===== src/rtl/seg_disp_ctrl_pkg.sv =====
// Shared glyph constants, message codes and FSM states for the 7-segment display controller.
// Segments are active-low, bit0 = a ... bit6 = g.
package seg_disp_ctrl_pkg;

    localparam logic [6:0] SEG_0     = 7'h40;
    localparam logic [6:0] SEG_1     = 7'h79;
    localparam logic [6:0] SEG_2     = 7'h24;
    localparam logic [6:0] SEG_3     = 7'h30;
    localparam logic [6:0] SEG_4     = 7'h19;
    localparam logic [6:0] SEG_5     = 7'h12;
    localparam logic [6:0] SEG_6     = 7'h02;
    localparam logic [6:0] SEG_7     = 7'h78;
    localparam logic [6:0] SEG_8     = 7'h00;
    localparam logic [6:0] SEG_9     = 7'h10;
    localparam logic [6:0] SEG_BLANK = 7'h7f;
    localparam logic [6:0] SEG_DASH  = 7'h3f;
    localparam logic [6:0] SEG_UNDER = 7'h77;
    localparam logic [6:0] SEG_O     = 7'h40;
    localparam logic [6:0] SEG_P     = 7'h0c;
    localparam logic [6:0] SEG_E     = 7'h06;
    localparam logic [6:0] SEG_N     = 7'h2b;
    localparam logic [6:0] SEG_R     = 7'h2f;
    localparam logic [6:0] SEG_F     = 7'h0e;
    localparam logic [6:0] SEG_A     = 7'h08;
    localparam logic [6:0] SEG_I     = 7'h79;
    localparam logic [6:0] SEG_L     = 7'h47;

    typedef enum logic [1:0] {
        MsgOpen = 2'd0,
        MsgErr  = 2'd1,
        MsgFail = 2'd2,
        MsgLock = 2'd3
    } msg_code_e;

    typedef enum logic {
        StEntry = 1'b0,
        StMsg   = 1'b1
    } state_e;

    // Left-justified message text; positions past the text are blank.
    function automatic logic [6:0] msg_glyph(input msg_code_e code, input int unsigned pos);
        logic [6:0] g;
        g = SEG_BLANK;
        case (code)
            MsgOpen: begin
                case (pos)
                    0: g = SEG_O;
                    1: g = SEG_P;
                    2: g = SEG_E;
                    3: g = SEG_N;
                    default: g = SEG_BLANK;
                endcase
            end
            MsgErr: begin
                case (pos)
                    0: g = SEG_E;
                    1: g = SEG_R;
                    2: g = SEG_R;
                    default: g = SEG_BLANK;
                endcase
            end
            MsgFail: begin
                case (pos)
                    0: g = SEG_F;
                    1: g = SEG_A;
                    2: g = SEG_I;
                    3: g = SEG_L;
                    default: g = SEG_BLANK;
                endcase
            end
            default: g = SEG_DASH;
        endcase
        return g;
    endfunction

endpackage


===== src/rtl/seg_disp_ctrl_glyph_rom.sv =====
// Combinational BCD to 7-segment map; non-decimal codes render blank.
module seg_glyph_rom
    import seg_disp_ctrl_pkg::*;
(
    input  logic [3:0] bcd_i,
    output logic [6:0] seg_o
);

    always_comb begin
        seg_o = SEG_BLANK;
        case (bcd_i)
            4'd0: seg_o = SEG_0;
            4'd1: seg_o = SEG_1;
            4'd2: seg_o = SEG_2;
            4'd3: seg_o = SEG_3;
            4'd4: seg_o = SEG_4;
            4'd5: seg_o = SEG_5;
            4'd6: seg_o = SEG_6;
            4'd7: seg_o = SEG_7;
            4'd8: seg_o = SEG_8;
            4'd9: seg_o = SEG_9;
            default: seg_o = SEG_BLANK;
        endcase
    end

endmodule


===== src/rtl/seg_disp_ctrl.sv =====
// Display controller: arbitrates keypad entry (digits + blinking cursor) against timed
// status messages and produces six registered per-digit segment patterns.
module seg_disp_ctrl
    import seg_disp_ctrl_pkg::*;
#(
    parameter int unsigned CLK_FREQ = 50000000,
    parameter int unsigned BLINK_HZ = 2,
    parameter int unsigned MSG_MS   = 2000
) (
    input  logic        clk,
    input  logic        rst,
    input  logic [23:0] entry_digits,
    input  logic [2:0]  entry_len,
    input  logic        entry_mask,
    input  logic        msg_req,
    input  logic [1:0]  msg_code,
    output logic        msg_ack,
    output logic        msg_busy,
    output logic [6:0]  seg_data_0,
    output logic [6:0]  seg_data_1,
    output logic [6:0]  seg_data_2,
    output logic [6:0]  seg_data_3,
    output logic [6:0]  seg_data_4,
    output logic [6:0]  seg_data_5
);

    localparam logic [31:0] BlinkCnt = 32'(CLK_FREQ / (2 * BLINK_HZ) - 1);
    localparam logic [31:0] MsgCnt   = 32'((CLK_FREQ / 1000) * MSG_MS - 1);

    state_e      state_q, state_d;
    msg_code_e   code_q, code_d;
    logic [31:0] timer_q, timer_d;
    logic        ack_q, ack_d;
    logic        busy_q;
    logic [31:0] blink_cnt_q, blink_cnt_d;
    logic        blink_q, blink_d;
    logic [2:0]  len_q;
    logic [6:0]  seg_q [6];
    logic [6:0]  seg_d [6];
    logic [6:0]  glyph [6];
    logic [2:0]  n;

    for (genvar g = 0; g < 6; g++) begin : gen_rom
        seg_glyph_rom u_rom (
            .bcd_i (entry_digits[4*g +: 4]),
            .seg_o (glyph[g])
        );
    end

    // A new request always wins, including on the timeout cycle.
    always_comb begin
        state_d = state_q;
        code_d  = code_q;
        timer_d = timer_q;
        ack_d   = 1'b0;
        if (msg_req) begin
            state_d = StMsg;
            code_d  = msg_code_e'(msg_code);
            timer_d = MsgCnt;
            ack_d   = 1'b1;
        end else if (state_q == StMsg) begin
            if (timer_q == 32'd0) begin
                state_d = StEntry;
            end else begin
                timer_d = timer_q - 32'd1;
            end
        end
    end

    // A change in entry length restarts the blink so the cursor appears at once.
    always_comb begin
        blink_cnt_d = blink_cnt_q + 32'd1;
        blink_d     = blink_q;
        if (entry_len != len_q) begin
            blink_cnt_d = 32'd0;
            blink_d     = 1'b1;
        end else if (blink_cnt_q == BlinkCnt) begin
            blink_cnt_d = 32'd0;
            blink_d     = ~blink_q;
        end
    end

    assign n = (entry_len > 3'd6) ? 3'd6 : entry_len;

    // Rendered from next-state values so the display tracks msg_busy cycle for cycle.
    always_comb begin
        for (int i = 0; i < 6; i++) begin
            seg_d[i] = SEG_BLANK;
            if (state_d == StMsg) begin
                seg_d[i] = msg_glyph(code_d, i);
            end else if (3'(i) < n) begin
                seg_d[i] = entry_mask ? SEG_DASH : glyph[i];
            end else if (3'(i) == n) begin
                seg_d[i] = blink_d ? SEG_UNDER : SEG_BLANK;
            end
        end
    end

    always_ff @(posedge clk or posedge rst) begin
        if (rst) begin
            state_q     <= StEntry;
            code_q      <= MsgOpen;
            timer_q     <= 32'd0;
            ack_q       <= 1'b0;
            busy_q      <= 1'b0;
            blink_cnt_q <= 32'd0;
            blink_q     <= 1'b1;
            len_q       <= 3'd0;
            for (int i = 0; i < 6; i++) begin
                seg_q[i] <= SEG_BLANK;
            end
        end else begin
            state_q     <= state_d;
            code_q      <= code_d;
            timer_q     <= timer_d;
            ack_q       <= ack_d;
            busy_q      <= (state_d == StMsg);
            blink_cnt_q <= blink_cnt_d;
            blink_q     <= blink_d;
            len_q       <= entry_len;
            for (int i = 0; i < 6; i++) begin
                seg_q[i] <= seg_d[i];
            end
        end
    end

    assign msg_ack    = ack_q;
    assign msg_busy   = busy_q;
    assign seg_data_0 = seg_q[0];
    assign seg_data_1 = seg_q[1];
    assign seg_data_2 = seg_q[2];
    assign seg_data_3 = seg_q[3];
    assign seg_data_4 = seg_q[4];
    assign seg_data_5 = seg_q[5];

endmodule


===== config.mk =====
export PLATFORM = sky130hd
export DESIGN_NAME = seg_disp_ctrl
export DESIGN_NICKNAME = d
export VERILOG_FILES = /design/src/rtl/seg_disp_ctrl_pkg.sv /design/src/rtl/seg_disp_ctrl_glyph_rom.sv /design/src/rtl/seg_disp_ctrl.sv
export SDC_FILE = /design/constraint.sdc
export NUM_CORES = 1
export LEC_CHECK = 0
export CAP_MARGIN = 30
export CELL_PAD_IN_SITES_DETAIL_PLACEMENT = 1
export CELL_PAD_IN_SITES_GLOBAL_PLACEMENT = 2
export CORE_MARGIN = 4
export CORE_UTILIZATION = 36
export DETAILED_ROUTE_END_ITERATION = 8
export GPL_TIMING_DRIVEN = 0
export PLACE_DENSITY_LB_ADDON = 0.1
export SLEW_MARGIN = 20
export SYNTH_ARGS = -nofsm -noshare
export SYNTH_HDL_FRONTEND = slang
export SYNTH_SLANG_ARGS = --single-unit
export TNS_END_PERCENT = 100

===== constraint.sdc =====
create_clock -name clk -period 4 [get_ports clk]
set_input_delay 0.6 -clock clk [delete_from_list [all_inputs] [get_ports clk]]
set_output_delay 0.6 -clock clk [all_outputs]
set_load 0.01 [all_outputs]

==> results of run 1 <==
-- Yosys cell counts (all sizes together), types with 12 or more instances --
library cell / n
or2: 12
dfstp: 43
nor2b: 13
xor2: 17
or3: 22
clkbuf: 27
nor2: 58
nor4: 14
dfrtp: 71
a21oi: 46
nand2: 43
or4: 18
nand3: 26
xnor2: 12
o21ai: 45
inv: 28
o31ai: 14
ha: 38
-- worst max-delay path: cells and delay by family --
family                   cells  cell delay, ns
adder cells (fa/ha/maj)      1            0.25
buffers and inverters        4            1.58
AO/OA/AOI/OAI                2            0.61
multiplexers                 1            0.37
-- power by group through the flow --
stage	Clock, mW	Sequential (mW)	Combinational [mW]
2_1_floorplan	0	1.26	0.167
3_3_place_gp	0	1.25	0.339
3_5_place_dp	0	1.25	0.350
4_1_cts	1.68	1.23	0.353
5_1_grt	1.74	1.23	0.385
6_report	1.64	1.23	0.346
-- kinds of logic after synthesis --
group	after synthesis	synth area share, %
simple gates	273	23.8
compound gates	146	13.6
flops	114	44.4
buf+inv	65	4.01
fa+ha+maj	38	7.26
xor+xnor	29	3.88
mux	19	3.08
-- layout make-up --
class                   count  area, um^2  share of cell area (%)
well taps                 229         287                    3.49
flip-flops and latches    114        2910                    35.4
clock buffers              21         480                    5.85
repair buffers             71         728                    8.87
plain buffers              36         154                    1.87
clock inverters            11         156                    1.90
multi-input cells         505        3380                    41.2
inverters                  29         114                    1.39
-- layer usage --
layer	part of all wire, %	track usage (%)	vias to the layer above
met5	0	0	-
met4	1.4	5.85	0
met3	3.5	4.66	19
met2	51	32.6	101
met1	44	24.0	2780
li1	-	-	2631
-- state kept, by name, summed over array words and instances (netlist names) --
name and count:
code_q 2, seg_data_1 7, seg_data_2 7, blink_cnt_q 32, seg_data_3 7, msg_ack 1
msg_busy 1, len_q 3, seg_data_4 7, blink_q 1, timer_q 32, seg_data_5 7
seg_data_0 7
-- final timing paths --
| check | from | end | slack (ns) | depth (start not counted) |
|---|---|---|---|---|
| setup reg to reg | timer_q[0] | timer_q[17] | 0.93 | 9 |
| min in group asynchronous | rst | blink_cnt_q[2] | 0.64 | 2 |
| hold / removal | blink_cnt_q[0] | blink_cnt_q[0] | 0.50 | 1 |
| max in group asynchronous | rst | seg_data_3[0] | 2.61 | 3 |
| hold reg to reg | blink_cnt_q[0] | blink_cnt_q[0] | 0.50 | 1 |
| setup / recovery | msg_req | seg_data_0[3] | 0.90 | 8 |
-- cells in the final DEF, fill, tap and decap left out, drive strengths merged, types with 5 or more instances in the layout --
cell type | Yosys | routed
and4 | 9 | 9
xnor2 | 12 | 12
clkbuf | 27 | 48
or3 | 22 | 22
buf | 9 | 10
mux2 | 9 | 9
or2 | 12 | 12
nor2 | 58 | 58
and3 | 9 | 9
o21ai | 45 | 45
clkdlybuf4s50 | 0 | 70
nand4 | 10 | 10
a21oi | 46 | 46
nand3 | 26 | 26
nor3 | 11 | 11
nor2b | 13 | 13
inv | 28 | 28
nand3b | 6 | 6
ha | 38 | 38
nand2 | 43 | 43
nand2b | 9 | 9
xor2 | 17 | 17
mux2i | 10 | 10
o211ai | 5 | 5
dfstp | 43 | 43
dfrtp | 71 | 71
or4 | 18 | 18
nor4 | 14 | 14
o31ai | 14 | 14
a22oi | 5 | 5
clkinv | 1 | 7
-- through the flow --
step                      utilization (%)  worst slack [ns]
final                                45.9             0.903
after detailed placement             42.3             0.393
after floorplan                         -             0.455
after global placement               42.1             -1.42
after CTS                            45.9             0.823
after global routing                 45.9             0.647
==> load_flow_metrics.sql, run 1 <==
INSERT INTO impl_metrics (metric_group, metric, value, unit) VALUES
('run_status', 'run_status', 'completed', ''),
('placement', 'placement.io_buffers', '70', ''),
('cts', 'cts_hold_buffers', '0', ''),
('layout', 'nets', '845', ''),
('routing', 'vias_per_cell', '5.44', ''),
('setup_path', 'critPathCaptureType', 'register', ''),
('timing', 'finalSetupViolations', '0', ''),
('power_and_ir_drop', 'power.density_cell_area', '391', 'mW/mm^2'),
('power_and_ir_drop', 'power.clock.fraction', '51.0', '%'),
('layout', 'antennaDiodeCount', '0', ''),
('setup_path', 'critical_path.max_stage_delay', '0.55', 'ns'),
('setup_path', 'worstPathCellList', 'clkdlybuf4s50_1 -> clkbuf_1 -> clkbuf_1 -> mux2i_1 -> inv_1 -> ha_1 -> a21oi_1 -> a22oi_1', ''),
('floorplan', 'dieArea', '0.0204', 'mm^2'),
('timing', 'worst_slew_margin_rel', '46.6', '%'),
('placement', 'place.detailed.hpwl', '13500', 'um'),
('setup_path', 'cpMostUsedCell', 'clkbuf_1', ''),
('setup_path', 'critPathArrivalTime', '3.41', 'ns'),
('timing', 'totalNegativeSetupSlack', '0', 'ns'),
('timing', 'final_min_period_over_clock_period', '77.4', '%'),
('cts', 'ctsLongestPathBuffers', '2', ''),
('placement', 'placedInstanceArea', '0.00757', 'mm^2'),
('timing', 'max_clock_freq', '323', 'MHz'),
('routing', 'drt-pass1-iter-count', '4', ''),
('power_and_ir_drop', 'swShare', '23.4', '%'),
('timing', 'timing.final.max_slew_violations', '0', ''),
('cts', 'post_cts_setup_inserts', '0', ''),
('logic_synthesis', 'synth-edff-count', '0', ''),
('power_and_ir_drop', 'comb_power_share', '10.8', '%'),
('power_and_ir_drop', 'vdd_drop_max', '249', 'uV'),
('layout', 'layout.cell_area.non_filler', '0.00821', 'mm^2'),
('cts', 'clkSlewWorstSetupHoldPaths', '0.05', 'ns'),
('floorplan', 'core_region_area', '0.0179', 'mm^2'),
('job', 'cap_viol_max_count', '0', ''),
('cts', 'cts-buffers-inserted', '17', ''),
('floorplan', 'floorplan.die.height', '143', 'um'),
('logic_synthesis', 'synth-main-ff-cell', 'dfrtp_1', ''),
('logic_synthesis', 'synthCells', '684', ''),
('timing', 'finClkSkew', '0.00767', 'ns'),
('global_route', 'grt_start_max_net_pins', '60', ''),
('power_and_ir_drop', 'pwr-share-seq', '38.3', '%'),
('logic_synthesis', 'synth_seq_cells', '114', ''),
('logic_synthesis', 'netlist_area', '0.00655', 'mm^2'),
('logic_synthesis', 'netlist.top_cell.by_area', 'dfrtp_1', ''),
('setup_path', 'crit_fanout', '10', ''),
('cts', 'cts_tree', 'built', ''),
('floorplan', 'start_util', '36.6', '%'),
('routing', 'drtIter0Drc', '175', ''),
('cts', 'post_cts.resized_instances', '0', ''),
('timing', 'finalHoldViolations', '0', ''),
('global_route', 'initial_antenna_violation_count', '0', ''),
('setup_path', 'timing.critical_path.required', '4.31', 'ns'),
('power_and_ir_drop', 'power_switching', '753', 'uW'),
('global_route', 'gr-usage-all-layers', '19.1', '%'),
('layout', 'stdcell_count', '1016', ''),
('power_and_ir_drop', 'design_power_total', '3.21', 'mW'),
('floorplan', 'die-width', '143', 'um'),
('timing', 'rsz0062_at_grt', 'no', ''),
('logic_synthesis', 'synthesis.nets', '755', ''),
('layout', 'post_route_cells_drive_above_1_share', '15.2', '%'),
('logic_synthesis', 'post_synth_main_area_contributors', 'dfrtp_1 27%, dfstp_2 17%, ha_1 7.3%', ''),
('global_route', 'grt_overflow', '0', ''),
('timing', 'time_the_worst_path_needs_with_i_o_delays_and_setup', '3.10', 'ns'),
('layout', 'filler_cell_count', '2037', ''),
('setup_path', 'setup.worst_path.start_class', 'primary input', ''),
('logic_synthesis', 'synth.yosys.seq_area_share', '44.4', '%'),
('routing', 'drtAntennaViolNets', '0', ''),
('logic_synthesis', 'synthesis_warnings', '0', ''),
('global_route', 'global_route_wire_length_before_repair', '31000', 'um'),
('power_and_ir_drop', 'power_leakage', '3.17', 'nW'),
('global_route', 'via_count_of_the_first_global_routing_pass', '5975', ''),
('logic_synthesis', 'mean_cell_area_of_the_mapped_netlist', '9.57', 'um^2');
(Power assumes the default switching activity.)
==> run 2: changes to the inputs <==
==> constraint.sdc (replaced) <==
create_clock -name clk -period 3.08 [get_ports clk]
set_input_delay 0.462 -clock clk [delete_from_list [all_inputs] [get_ports clk]]
set_output_delay 0.462 -clock clk [all_outputs]
set_load 0.01 [all_outputs]
==> run 2 against run 1 <==
  * Combinational power rose by 33%
  * Sequential share of layout area fell by 0.23 points
  * Global-route usage fell by 0.33 points
  * Register-to-register slack got worse by 0.75 ns
  * Setup slack got worse by 0.72 ns
  * Largest cell class unchanged
==> load_flow_metrics.sql, run 2 (synthesis results as in run 1) <==
INSERT INTO impl_metrics (metric_group, metric, value, unit) VALUES
('power_and_ir_drop', 'design_power_total', '4.02', 'mW'),
('routing', 'route.vias.total', '5449', ''),
('global_route', 'gr-usage-all-layers', '18.8', '%'),
('setup_path', 'launch_point_of_the_worst_reg_to_reg_path', 'timer_q[0]', ''),
('layout', 'final_cell_mix', '71 x dfrtp_1, 70 x clkdlybuf4s50_1, 57 x nor2_1', ''),
('layout', 'stdcell_count', '1022', ''),
('floorplan', 'floorplan.die.height', '143', 'um'),
('floorplan', 'dieArea', '0.0204', 'mm^2'),
('global_route', 'grt_util_met1', '22.8', '%'),
('layout', 'largest_registers', 'blink_cnt_q x32, timer_q x32', ''),
('setup_path', 'setup.worst_path.start_class', 'register', ''),
('global_route', 'busiest_layer_in_global_routing', 'met2', ''),
('setup_path', 'setup.reg_to_reg.worst_slack', '0.18', 'ns'),
('setup_path', 'worstPathCellList', 'inv_1 -> ha_1 -> or4b_2 -> or4_1 -> buf_2 -> o211ai_1 -> buf_4 -> buf_4 -> xor2_1 -> nand2_1', ''),
('run_status', 'run_status', 'completed', ''),
('timing', 'timing_worst_slew_pin_value', '0.819', 'ns'),
('placement', 'place.detailed.hpwl', '13500', 'um'),
('layout', 'synthToLayoutAreaGrowth', '26.2', '%'),
('global_route', 'global_route_wire_length_before_repair', '30500', 'um'),
('setup_path', 'worst-r2r-cell-count', '10', ''),
('global_route', 'grt_start_max_net_pins', '33', ''),
('timing', 'max_clock_freq', '345', 'MHz'),
('placement', 'placedInstanceArea', '0.00763', 'mm^2'),
('timing', 'final_setup_slack_of_the_worst_path', '0.182', 'ns'),
('setup_path', 'crit_path_start', 'timer_q[0]', ''),
('floorplan', 'die-width', '143', 'um'),
('power_and_ir_drop', 'power_leakage', '3.19', 'nW'),
('power_and_ir_drop', 'comb_power_share', '11.4', '%'),
('layout', 'nets', '851', ''),
('routing', 'wl_per_cell', '18.0', 'um'),
('power_and_ir_drop', 'cell_internal_pwr', '3.07', 'mW'),
('min_path', 'min-delay-path-class', 'in -> reg', ''),
('cts', 'cts_tree', 'built', ''),
('routing', 'drtAntennaViolNets', '0', ''),
('power_and_ir_drop', 'vdd_drop_max', '370', 'uV'),
('routing', 'drt_drc_violations_left', '0', ''),
('timing', 'rsz0062_at_grt', 'no', ''),
('global_route', 'via_count_of_the_first_global_routing_pass', '5983', ''),
('min_path', 'timing.hold.worst.start', 'entry_digits[22]', ''),
('setup_path', 'critical_path.max_stage_delay', '0.57', 'ns'),
('routing', 'vias_per_cell', '5.33', ''),
('routing', 'postRouteWirelength', '18300', 'um'),
('floorplan', 'start_util', '36.6', '%'),
('setup_path', 'critPathArrivalTime', '3.17', 'ns'),
('setup_path', 'cpLargestDelayFamily', 'simple AND/OR/NAND/NOR gates', ''),
('layout', 'layout.cell_area.non_filler', '0.00826', 'mm^2'),
('setup_path', 'regToRegEndpoint', 'timer_q[2]', ''),
('placement', 'placement.io_buffers', '70', ''),
('setup_path', 'critical_path_class', 'reg -> reg', ''),
('power_and_ir_drop', 'power.clock.fraction', '48.9', '%'),
('setup_path', 'crit_path_top_delay_cell', 'or4b_2', ''),
('global_route', 'met2_grt_util', '33.2', '%'),
('timing', 'time_the_worst_path_needs_with_i_o_delays_and_setup', '2.90', 'ns'),
('setup_path', 'critPathCaptureType', 'register', ''),
('power_and_ir_drop', 'power_switching', '953', 'uW'),
('setup_path', 'cpMostUsedCell', 'buf_4', ''),
('cts', 'cts-buffers-inserted', '17', ''),
('cts', 'clkSlewWorstSetupHoldPaths', '0.05', 'ns'),
('job', 'cap_viol_max_count', '0', ''),
('min_path', 'worstHoldPathCells', '3', ''),
('global_route', 'initial_antenna_violation_count', '0', ''),
('setup_path', 'critical_path_buf_inv_count', '4', ''),
('power_and_ir_drop', 'pwr-share-seq', '39.7', '%'),
('timing', 'finalHoldViolations', '0', ''),
('placement', 'dp.cells', '987', ''),
('floorplan', 'ios', '77', ''),
('layout', 'antennaDiodeCount', '0', ''),
('cts', 'cts.htree.levels', '4', ''),
('power_and_ir_drop', 'power.density_cell_area', '487', 'mW/mm^2'),
('power_and_ir_drop', 'swShare', '23.7', '%'),
('floorplan', 'row_count', '49', ''),
('min_path', 'hold_path_end', 'seg_data_5[1]', ''),
('floorplan', 'core_region_area', '0.0179', 'mm^2'),
('routing', 'drtIter0Drc', '188', ''),
('cts', 'clock-sinks', '114', ''),
('timing', 'worst_slew_margin_rel', '45.4', '%'),
('layout', 'final_common_cell', 'dfrtp_1', ''),
('timing', 'timing.final.max_slew_violations', '0', ''),
('routing', 'drt-pass1-iter-count', '4', ''),
('placement', 'preCtsSetupSlack', '-0.461', 'ns'),
('timing', 'finClkSkew', '0.00890', 'ns'),
('placement', 'weighted_congestion_at_the_end_of_routability_driven_global_placement', '0.839', ''),
('timing', 'finalSetupViolations', '0', ''),
('setup_path', 'crit_fanout', '10', ''),
('cts', 'clock_latency_late_sink', '0.41', 'ns'),
('setup_path', 'timing.critical_path.required', '3.35', 'ns'),
('global_route', 'globalRouteMet3Util', '4.76', '%'),
('cts', 'cts_root_buf', 'clkbuf_16', ''),
('layout', 'post_route_cells_drive_above_1_share', '15.9', '%'),
('timing', 'final_min_period_over_clock_period', '94.1', '%'),
('cts', 'ctsLongestPathBuffers', '2', ''),
('global_route', 'grt_overflow', '0', '');
## run 2: cell types whose count changed in the layout (fill, tap and decap cells not counted), moves of 2 or more
cell	previous run	this run
buf_12	0	3
buf_4	1	5
clkbuf_1	27	31
bufinv_16	4	2
clkinv_2	5	3
## run 2: through the flow
step | hold WS, ns | setup TNS [ns] | util (%)
floorplan | 0.455 | 0 | -
global placement | 0.481 | -1.77 | 42.1
detailed placement | 0.497 | -2.85 | 42.6
CTS | 0.368 | 0 | 46.0
global route | 0.393 | 0 | 46.2
finish | 0.392 | 0 | 46.2
## run 2: repair_timing
action	CTS	global route
pin swaps	0	2
endpoints found under the setup margin	7	30
hold buffers	0	0
setup buffers	0	3
gates resized for setup	1	6
endpoints found under the hold margin	0	0
## run 2: worst min-delay path, cell delays in order
cell and delay [ns]:
clkbuf_1 0.17, nand2_1 0.11, nand2_1 0.05
## run 2: area by class of cell
class | instances | area [um^2]
plain buffers | 36 | 158
clock buffers | 27 | 513
clock inverters | 5 | 75.1
fillers | 2027 | 9640
inverters | 29 | 113
multi-input cells | 505 | 3400
flip-flops and latches | 114 | 2910
well taps | 229 | 287
repair buffers | 77 | 811
## run 2: power by group through the flow
stage / sequential, mW / clock (mW) / combinational, mW
detailed placement: 1.62 / 0 / 0.462
finish: 1.60 / 1.97 / 0.461
global route: 1.60 / 2.09 / 0.513
global placement: 1.62 / 0 / 0.440
CTS: 1.60 / 2.03 / 0.467
floorplan: 1.64 / 0 / 0.218
## run 2: worst max-delay path by stage
stage	slack, ns	cells after the start	endpoint
5_1_grt	0.03	9	timer_q[17]
3_3_place_gp	-0.35	8	seg_data_0[3]
2_1_floorplan	0.48	8	timer_q[6]
6_report	0.18	10	timer_q[2]
4_1_cts	0.005	8	seg_data_0[3]
3_5_place_dp	-0.46	8	seg_data_0[3]
## run 2: layer usage
metal  vias to the layer above  wire (um)
met4                         0        238
met3                        16        673
li1                       2642          -
met2                        79       9330
met5                         -          0
met1                      2712       8110
